==> src/rtl/simplerisc_pkg.sv <==
// Shared SimpleRisc definitions: MA-stage FSM encoding, default widths and
// the watchdog limit used when MA_TIMEOUT_EN is defined.
package simplerisc_pkg;

  localparam int unsigned MA_DATA_W        = 32;
  localparam int unsigned MA_TIMEOUT_LIMIT = 255;
  localparam int unsigned WDOG_W           = 8;

  localparam int unsigned STATE_W = 1;
  localparam logic [STATE_W-1:0] ST_IDLE = 1'b0;
  localparam logic [STATE_W-1:0] ST_BUSY = 1'b1;

  // An instruction needs data memory when it is a load or a store.
  function automatic logic is_mem_op(input logic is_ld, input logic is_st);
    return is_ld | is_st;
  endfunction

endpackage

==> src/rtl/ma_watchdog.sv <==
// Busy-cycle watchdog for the MA stage; instantiated only with MA_TIMEOUT_EN.
// o_expire_c fires on the tick that brings the count up to LIMIT.
module ma_watchdog
  import simplerisc_pkg::*;
#(
  parameter int unsigned LIMIT = MA_TIMEOUT_LIMIT
) (
  input  logic clk,
  input  logic reset,
  input  logic i_clear,
  input  logic i_tick,
  output logic o_expire_c
);

  localparam logic [WDOG_W-1:0] LAST_COUNT = WDOG_W'(LIMIT - 1);

  logic [WDOG_W-1:0] r_count;

  always_ff @(posedge clk) begin
    if (reset || i_clear) begin
      r_count <= '0;
    end else if (i_tick) begin
      r_count <= r_count + WDOG_W'(1);
    end
  end

  assign o_expire_c = i_tick && (r_count == LAST_COUNT);

endmodule

==> src/rtl/memory_access_unit.sv <==
// SimpleRisc memory-access stage: issues ld/st over a req/ack handshake and
// presents a registered one-cycle result bundle to RW. Optional watchdog: MA_TIMEOUT_EN.
module memory_access_unit
  import simplerisc_pkg::*;
#(
  parameter int unsigned DATA_W         = MA_DATA_W,
  parameter int unsigned TIMEOUT_CYCLES = MA_TIMEOUT_LIMIT
) (
  input  logic              clk,
  input  logic              reset,
  input  logic              in_valid,
  input  logic [DATA_W-1:0] in_alu_result,
  input  logic [DATA_W-1:0] in_store_data,
  input  logic [DATA_W-1:0] in_pc,
  input  logic              in_is_ld,
  input  logic              in_is_st,
  input  logic              in_is_call,
  output logic              stall,
  output logic              mem_req,
  output logic              mem_we,
  output logic [DATA_W-1:0] mem_addr,
  output logic [DATA_W-1:0] mem_wdata,
  input  logic [DATA_W-1:0] mem_rdata,
  input  logic              mem_ack,
  output logic              out_valid,
  output logic [DATA_W-1:0] out_alu_result,
  output logic [DATA_W-1:0] out_ld_result,
  output logic [DATA_W-1:0] out_pc,
  output logic              out_is_ld,
  output logic              out_is_call,
  output logic              mem_err
);

  logic [STATE_W-1:0] r_state, w_state_nxt;

  logic              r_mem_req,    w_mem_req_nxt;
  logic              r_mem_we,     w_mem_we_nxt;
  logic [DATA_W-1:0] r_mem_addr,   w_mem_addr_nxt;
  logic [DATA_W-1:0] r_mem_wdata,  w_mem_wdata_nxt;
  logic [DATA_W-1:0] r_cap_pc,     w_cap_pc_nxt;
  logic              r_cap_is_ld,  w_cap_is_ld_nxt;
  logic              r_cap_is_call, w_cap_is_call_nxt;

  logic              r_out_valid,  w_out_valid_nxt;
  logic [DATA_W-1:0] r_out_alu,    w_out_alu_nxt;
  logic [DATA_W-1:0] r_out_ldr,    w_out_ldr_nxt;
  logic [DATA_W-1:0] r_out_pc,     w_out_pc_nxt;
  logic              r_out_is_ld,  w_out_is_ld_nxt;
  logic              r_out_is_call, w_out_is_call_nxt;
  logic              r_mem_err,    w_mem_err_nxt;

  logic w_busy;
  logic w_accept;
  logic w_expire;

  assign w_busy   = (r_state == ST_BUSY);
  assign w_accept = (r_state == ST_IDLE) && in_valid && is_mem_op(in_is_ld, in_is_st);

`ifdef MA_TIMEOUT_EN
  ma_watchdog #(
    .LIMIT (TIMEOUT_CYCLES)
  ) u_watchdog (
    .clk        (clk),
    .reset      (reset),
    .i_clear    (!w_busy),
    .i_tick     (w_busy && !mem_ack),
    .o_expire_c (w_expire)
  );
`else
  logic w_unused_timeout;
  assign w_unused_timeout = ^WDOG_W'(TIMEOUT_CYCLES);
  assign w_expire         = 1'b0;
`endif

  // State and registered outputs.
  always_ff @(posedge clk) begin
    if (reset) begin
      r_state       <= ST_IDLE;
      r_mem_req     <= 1'b0;
      r_mem_we      <= 1'b0;
      r_mem_addr    <= '0;
      r_mem_wdata   <= '0;
      r_cap_pc      <= '0;
      r_cap_is_ld   <= 1'b0;
      r_cap_is_call <= 1'b0;
      r_out_valid   <= 1'b0;
      r_out_alu     <= '0;
      r_out_ldr     <= '0;
      r_out_pc      <= '0;
      r_out_is_ld   <= 1'b0;
      r_out_is_call <= 1'b0;
      r_mem_err     <= 1'b0;
    end else begin
      r_state       <= w_state_nxt;
      r_mem_req     <= w_mem_req_nxt;
      r_mem_we      <= w_mem_we_nxt;
      r_mem_addr    <= w_mem_addr_nxt;
      r_mem_wdata   <= w_mem_wdata_nxt;
      r_cap_pc      <= w_cap_pc_nxt;
      r_cap_is_ld   <= w_cap_is_ld_nxt;
      r_cap_is_call <= w_cap_is_call_nxt;
      r_out_valid   <= w_out_valid_nxt;
      r_out_alu     <= w_out_alu_nxt;
      r_out_ldr     <= w_out_ldr_nxt;
      r_out_pc      <= w_out_pc_nxt;
      r_out_is_ld   <= w_out_is_ld_nxt;
      r_out_is_call <= w_out_is_call_nxt;
      r_mem_err     <= w_mem_err_nxt;
    end
  end

  // Next-state and next-output logic; the memory address doubles as the
  // captured ALU result so it is not stored twice.
  always_comb begin
    w_state_nxt       = r_state;
    w_mem_req_nxt     = r_mem_req;
    w_mem_we_nxt      = r_mem_we;
    w_mem_addr_nxt    = r_mem_addr;
    w_mem_wdata_nxt   = r_mem_wdata;
    w_cap_pc_nxt      = r_cap_pc;
    w_cap_is_ld_nxt   = r_cap_is_ld;
    w_cap_is_call_nxt = r_cap_is_call;
    w_out_valid_nxt   = 1'b0;
    w_out_alu_nxt     = r_out_alu;
    w_out_ldr_nxt     = r_out_ldr;
    w_out_pc_nxt      = r_out_pc;
    w_out_is_ld_nxt   = r_out_is_ld;
    w_out_is_call_nxt = r_out_is_call;
    w_mem_err_nxt     = 1'b0;

    case (r_state)
      ST_IDLE: begin
        if (w_accept) begin
          w_mem_req_nxt     = 1'b1;
          w_mem_we_nxt      = in_is_st & ~in_is_ld;
          w_mem_addr_nxt    = in_alu_result;
          w_mem_wdata_nxt   = in_store_data;
          w_cap_pc_nxt      = in_pc;
          w_cap_is_ld_nxt   = in_is_ld;
          w_cap_is_call_nxt = in_is_call;
          w_state_nxt       = ST_BUSY;
        end else if (in_valid) begin
          w_out_valid_nxt   = 1'b1;
          w_out_alu_nxt     = in_alu_result;
          w_out_ldr_nxt     = '0;
          w_out_pc_nxt      = in_pc;
          w_out_is_ld_nxt   = in_is_ld;
          w_out_is_call_nxt = in_is_call;
        end
      end
      ST_BUSY: begin
        if (mem_ack || w_expire) begin
          w_mem_req_nxt     = 1'b0;
          w_out_valid_nxt   = 1'b1;
          w_out_alu_nxt     = r_mem_addr;
          w_out_ldr_nxt     = (mem_ack && r_cap_is_ld) ? mem_rdata : '0;
          w_out_pc_nxt      = r_cap_pc;
          w_out_is_ld_nxt   = r_cap_is_ld;
          w_out_is_call_nxt = r_cap_is_call;
          w_mem_err_nxt     = !mem_ack;
          w_state_nxt       = ST_IDLE;
        end
      end
      default: begin
        w_state_nxt = ST_IDLE;
      end
    endcase
  end

  assign stall          = w_busy || w_accept;
  assign mem_req        = r_mem_req;
  assign mem_we         = r_mem_we;
  assign mem_addr       = r_mem_addr;
  assign mem_wdata      = r_mem_wdata;
  assign out_valid      = r_out_valid;
  assign out_alu_result = r_out_alu;
  assign out_ld_result  = r_out_ldr;
  assign out_pc         = r_out_pc;
  assign out_is_ld      = r_out_is_ld;
  assign out_is_call    = r_out_is_call;
  assign mem_err        = r_mem_err;

endmodule

==> config.mk <==
export PLATFORM = sky130hd
export DESIGN_NAME = memory_access_unit
export DESIGN_NICKNAME = d
export VERILOG_FILES = /design/src/rtl/simplerisc_pkg.sv /design/src/rtl/ma_watchdog.sv /design/src/rtl/memory_access_unit.sv
export SDC_FILE = /design/constraint.sdc
export NUM_CORES = 1
export LEC_CHECK = 0
export CORE_MARGIN = 4
export CORE_UTILIZATION = 46
export DETAILED_ROUTE_END_ITERATION = 7
export DONT_BUFFER_PORTS = 1
export HOLD_SLACK_MARGIN = 0.06
export PLACE_DENSITY = 0.66
export SETUP_SLACK_MARGIN = 0.1
export SYNTH_ARGS = -nofsm -noshare
export SYNTH_HDL_FRONTEND = slang
export SYNTH_SLANG_ARGS = --single-unit
export TNS_END_PERCENT = 50
==> constraint.sdc <==
create_clock -name clk -period 2.65 [get_ports clk]
set_input_delay 0.265 -clock clk [delete_from_list [all_inputs] [get_ports clk]]
set_output_delay 0.265 -clock clk [all_outputs]
set_load 0.005 [all_outputs]
==> impl_metrics.ini <==
[route]
drt_iter0_markers = 459
drt_pass1_iterations = 5
detailroute.via_count = 7280
postRouteWirelength_um = 25600
final_antenna_net_count = 0
viasPerCell = 6.29
wl_per_cell_um = 22.1
drcViolationCount = 0

[synthesis]
synthCells = 849
post_syn_area_per_cell_um2 = 9.49
yosys.cell_types.count = 29
nets_in_the_synthesized_netlist = 984
synth-warning-count = 0
ys_ff_latch = 201
seq_area_frac_synth_pct = 50.0
syn_area_um2 = 8060

[die]
core_region_area_um2 = 17200
boundaryPins = 302
fp.dieW_um = 140
die_height_um = 140
row_count = 48
die_footprint_um2 = 19700
initial_utilization_pct = 46.7

[sta]
worst_hold_slack_ps = 79.9
timing.setup.tns_ps = 0
timing.final.max_slew_violations = 0
worstMarginPinSlew_ps = 1170
rsz0062_at_grt = false
finalHoldViolations = 0
achievable-frequency_mhz = 410
fin_crit_ps = 2440
min_period_over_period_pct = 92.0
clock-skew-final_ps = 7.47
slew_headroom_pct = 21.5
setup_viol_count_final = 0

[critical_path]
critical_path.n_buffers_inverters = 1
timing.critical_path.arrival_ps = 2170
startpoint_to_endpoint_class_of_the_critical_path = reg2out
worstPathCellList = buf_4, nand2b_1
critical_path.max_stage_delay_ps = 710
timing.critical_path.to_type = output port
regToRegStartpoint = r_state
setup.worst_path.end = stall
cp.depth = 2
cell_family_with_most_cp_delay = buffers and inverters
worstRegToRegCells = 5
critical_path.startpoint = r_state
crit-reg2reg-capture = r_cap_pc[12]
startpoint_type = flop
critPathRequiredTime_ps = 2380
critical_path.max_fanout = 45
regToRegSetupSlack_ps = 350
crit_slowest_cell = sky130_fd_sc_hd__buf_4

[finish]
area_delta_synth_final_pct = 25.3
layout.cells.most_common = sky130_fd_sc_hd__dfxtp_1
final_layout_size_suffix_gt1_share_pct = 6.01
layout.filler_cells = 1391
fin_nets = 1053
commonest_cells_after_routing_fill_and_taps_aside = 200 x sky130_fd_sc_hd__dfxtp_1, 161 x sky130_fd_sc_hd__o21ai_0, 134 x sky130_fd_sc_hd__dlygate4sd3_1, 101 x sky130_fd_sc_hd__a21oi_1, 97 x sky130_fd_sc_hd__nand3_1

[clock_network]
post-cts-setup-buffer-count = 0
clock_tree.root_cell = sky130_fd_sc_hd__clkbuf_16
tritoncts = yes
ctsLongestPathBuffers = 3
cts_num_sinks = 201
tritoncts.num_buffers = 22
clkSlewWorstSetupHoldPaths_ps = 60
clock_insertion_delay_worst_skew_ps = 490
cts_htree_levels = 1

[power]
vdd_drop_max_v = 0.000550
total_leakage_power_nw = 3.84
power-per-cell-area_nw_per_um2 = 704

[grt]
number_of_global_route_vias_before_repair = 7228
grt_antenna_before_repair = 1
grt_pass1_wl_um = 40200
grt_start_max_net_pins = 132
grt_util_all_layers_pct = 24.5
grt_overflow_total = 0

[placed_design]
port_buffers = 0
hpwlAfterDp_um = 14900
gp_routability_congestion = 0.787

[hold_path]
min-delay-path-class = in2reg

[run_status]
status = complete, no violations

[flow_run]
maxcap_violations = 0
==> registers in the layout, indices dropped and copies added (netlist names), 32 cells and up <==
name and flops:
out_ld_result 32, r_cap_pc 32, mem_wdata 32, out_pc 32, out_alu_result 32, mem_addr 32
==> routing by layer <==
metal | global-route usage (%) | wire length, µm | up-vias
li1 | - | - | 3326
met4 | 8.47 | 793 | 0
met1 | 29.9 | 9790 | 3503
met5 | 0 | 0 | -
met2 | 40.8 | 12500 | 388
met3 | 8.16 | 2530 | 63
==> what timing repair did <==
| action | CTS | global route |
|---|---|---|
| hold endpoints to repair | 166 | 0 |
| gates resized for setup | 0 | 1 |
| hold buffers | 135 | 0 |
| setup endpoints to repair | 0 | 2 |
==> cell usage after synthesis, drive strengths merged <==
cell | instances | area (µm²)
and4 | 1 | 8.76
nand2b | 4 | 25.0
or2 | 1 | 6.26
a22o | 32 | 280
nor3b | 1 | 7.51
nand3 | 97 | 485
o311a | 65 | 651
nor2 | 3 | 13.8
nor2b | 1 | 6.26
buf | 35 | 238
a31o | 1 | 8.76
nor3 | 1 | 16.3
conb | 1 | 3.75
clkbuf | 70 | 264
o21ai | 163 | 816
mux2i | 65 | 651
inv | 2 | 7.50
nand2 | 2 | 7.51
dfxtp | 201 | 4020
a21oi | 101 | 505
and2 | 1 | 6.26
nor4b | 1 | 23.8
==> cell families (layout without fill, tap and decap cells) <==
kind of cell / count (synthesis) / count (layout) / share of synthesized area (%)
buffers and inverters: 107 / 190 / 6.32
flip-flops: 201 / 201 / 50.0
other: 1 / 2 / 0.0466
AO/OA/AOI/OAI: 362 / 362 / 28.1
multiplexers: 65 / 65 / 8.08
AND/OR/NAND/NOR: 113 / 113 / 7.53
==> final cells by class <==
type / count / area [µm²] / share of cell area [%]
Timing Repair Buffer: 150 / 1530 / 15.2
Inverter: 2 / 7.51 / 0.0744
Sequential cell: 201 / 4030 / 39.9
Clock buffer: 34 / 647 / 6.41
Antenna cell: 1 / 2.50 / 0.0248
Tap cell: 225 / 282 / 2.79
Multi-Input combinational cell: 541 / 3550 / 35.2
Clock inverter: 4 / 45.0 / 0.446
==> worst min-delay path, stage by stage <==
cell	delay (ps)
sky130_fd_sc_hd__mux2i_1	40
sky130_fd_sc_hd__o21ai_0	70
sky130_fd_sc_hd__o311a_1	150
==> how the worst min path moves through the flow <==
stage	startpoint	endpoint	slack, ps	cells past startpoint
global placement	reset	r_cap_pc[12]	350	1
global route	in_pc[2]	out_pc[2]	60	3
floorplan	mem_rdata[0]	out_ld_result[0]	400	1
CTS	in_alu_result[19]	out_alu_result[19]	60	3
detailed placement	reset	r_cap_pc[12]	360	1
finish	in_alu_result[19]	out_alu_result[19]	80	3
==> through the flow <==
step	instance area [µm²]	instances	worst slack [ps]	utilization (%)	power [mW]
floorplan	8060	849	1200	-	3.88
global placement	8020	984	604	46.5	3.98
detailed placement	8020	984	553	46.5	4.01
CTS	10100	1157	214	58.5	7.15
global route	10100	1158	139	58.5	7.39
finish	10100	1158	213	58.5	7.11
==> power breakdown <==
group          internal, mW  switching, mW
sequential             3.20          0.170
clock                  1.77           1.17
combinational         0.377          0.413
total                  5.35           1.76
Power figures use the tool's default switching activity.
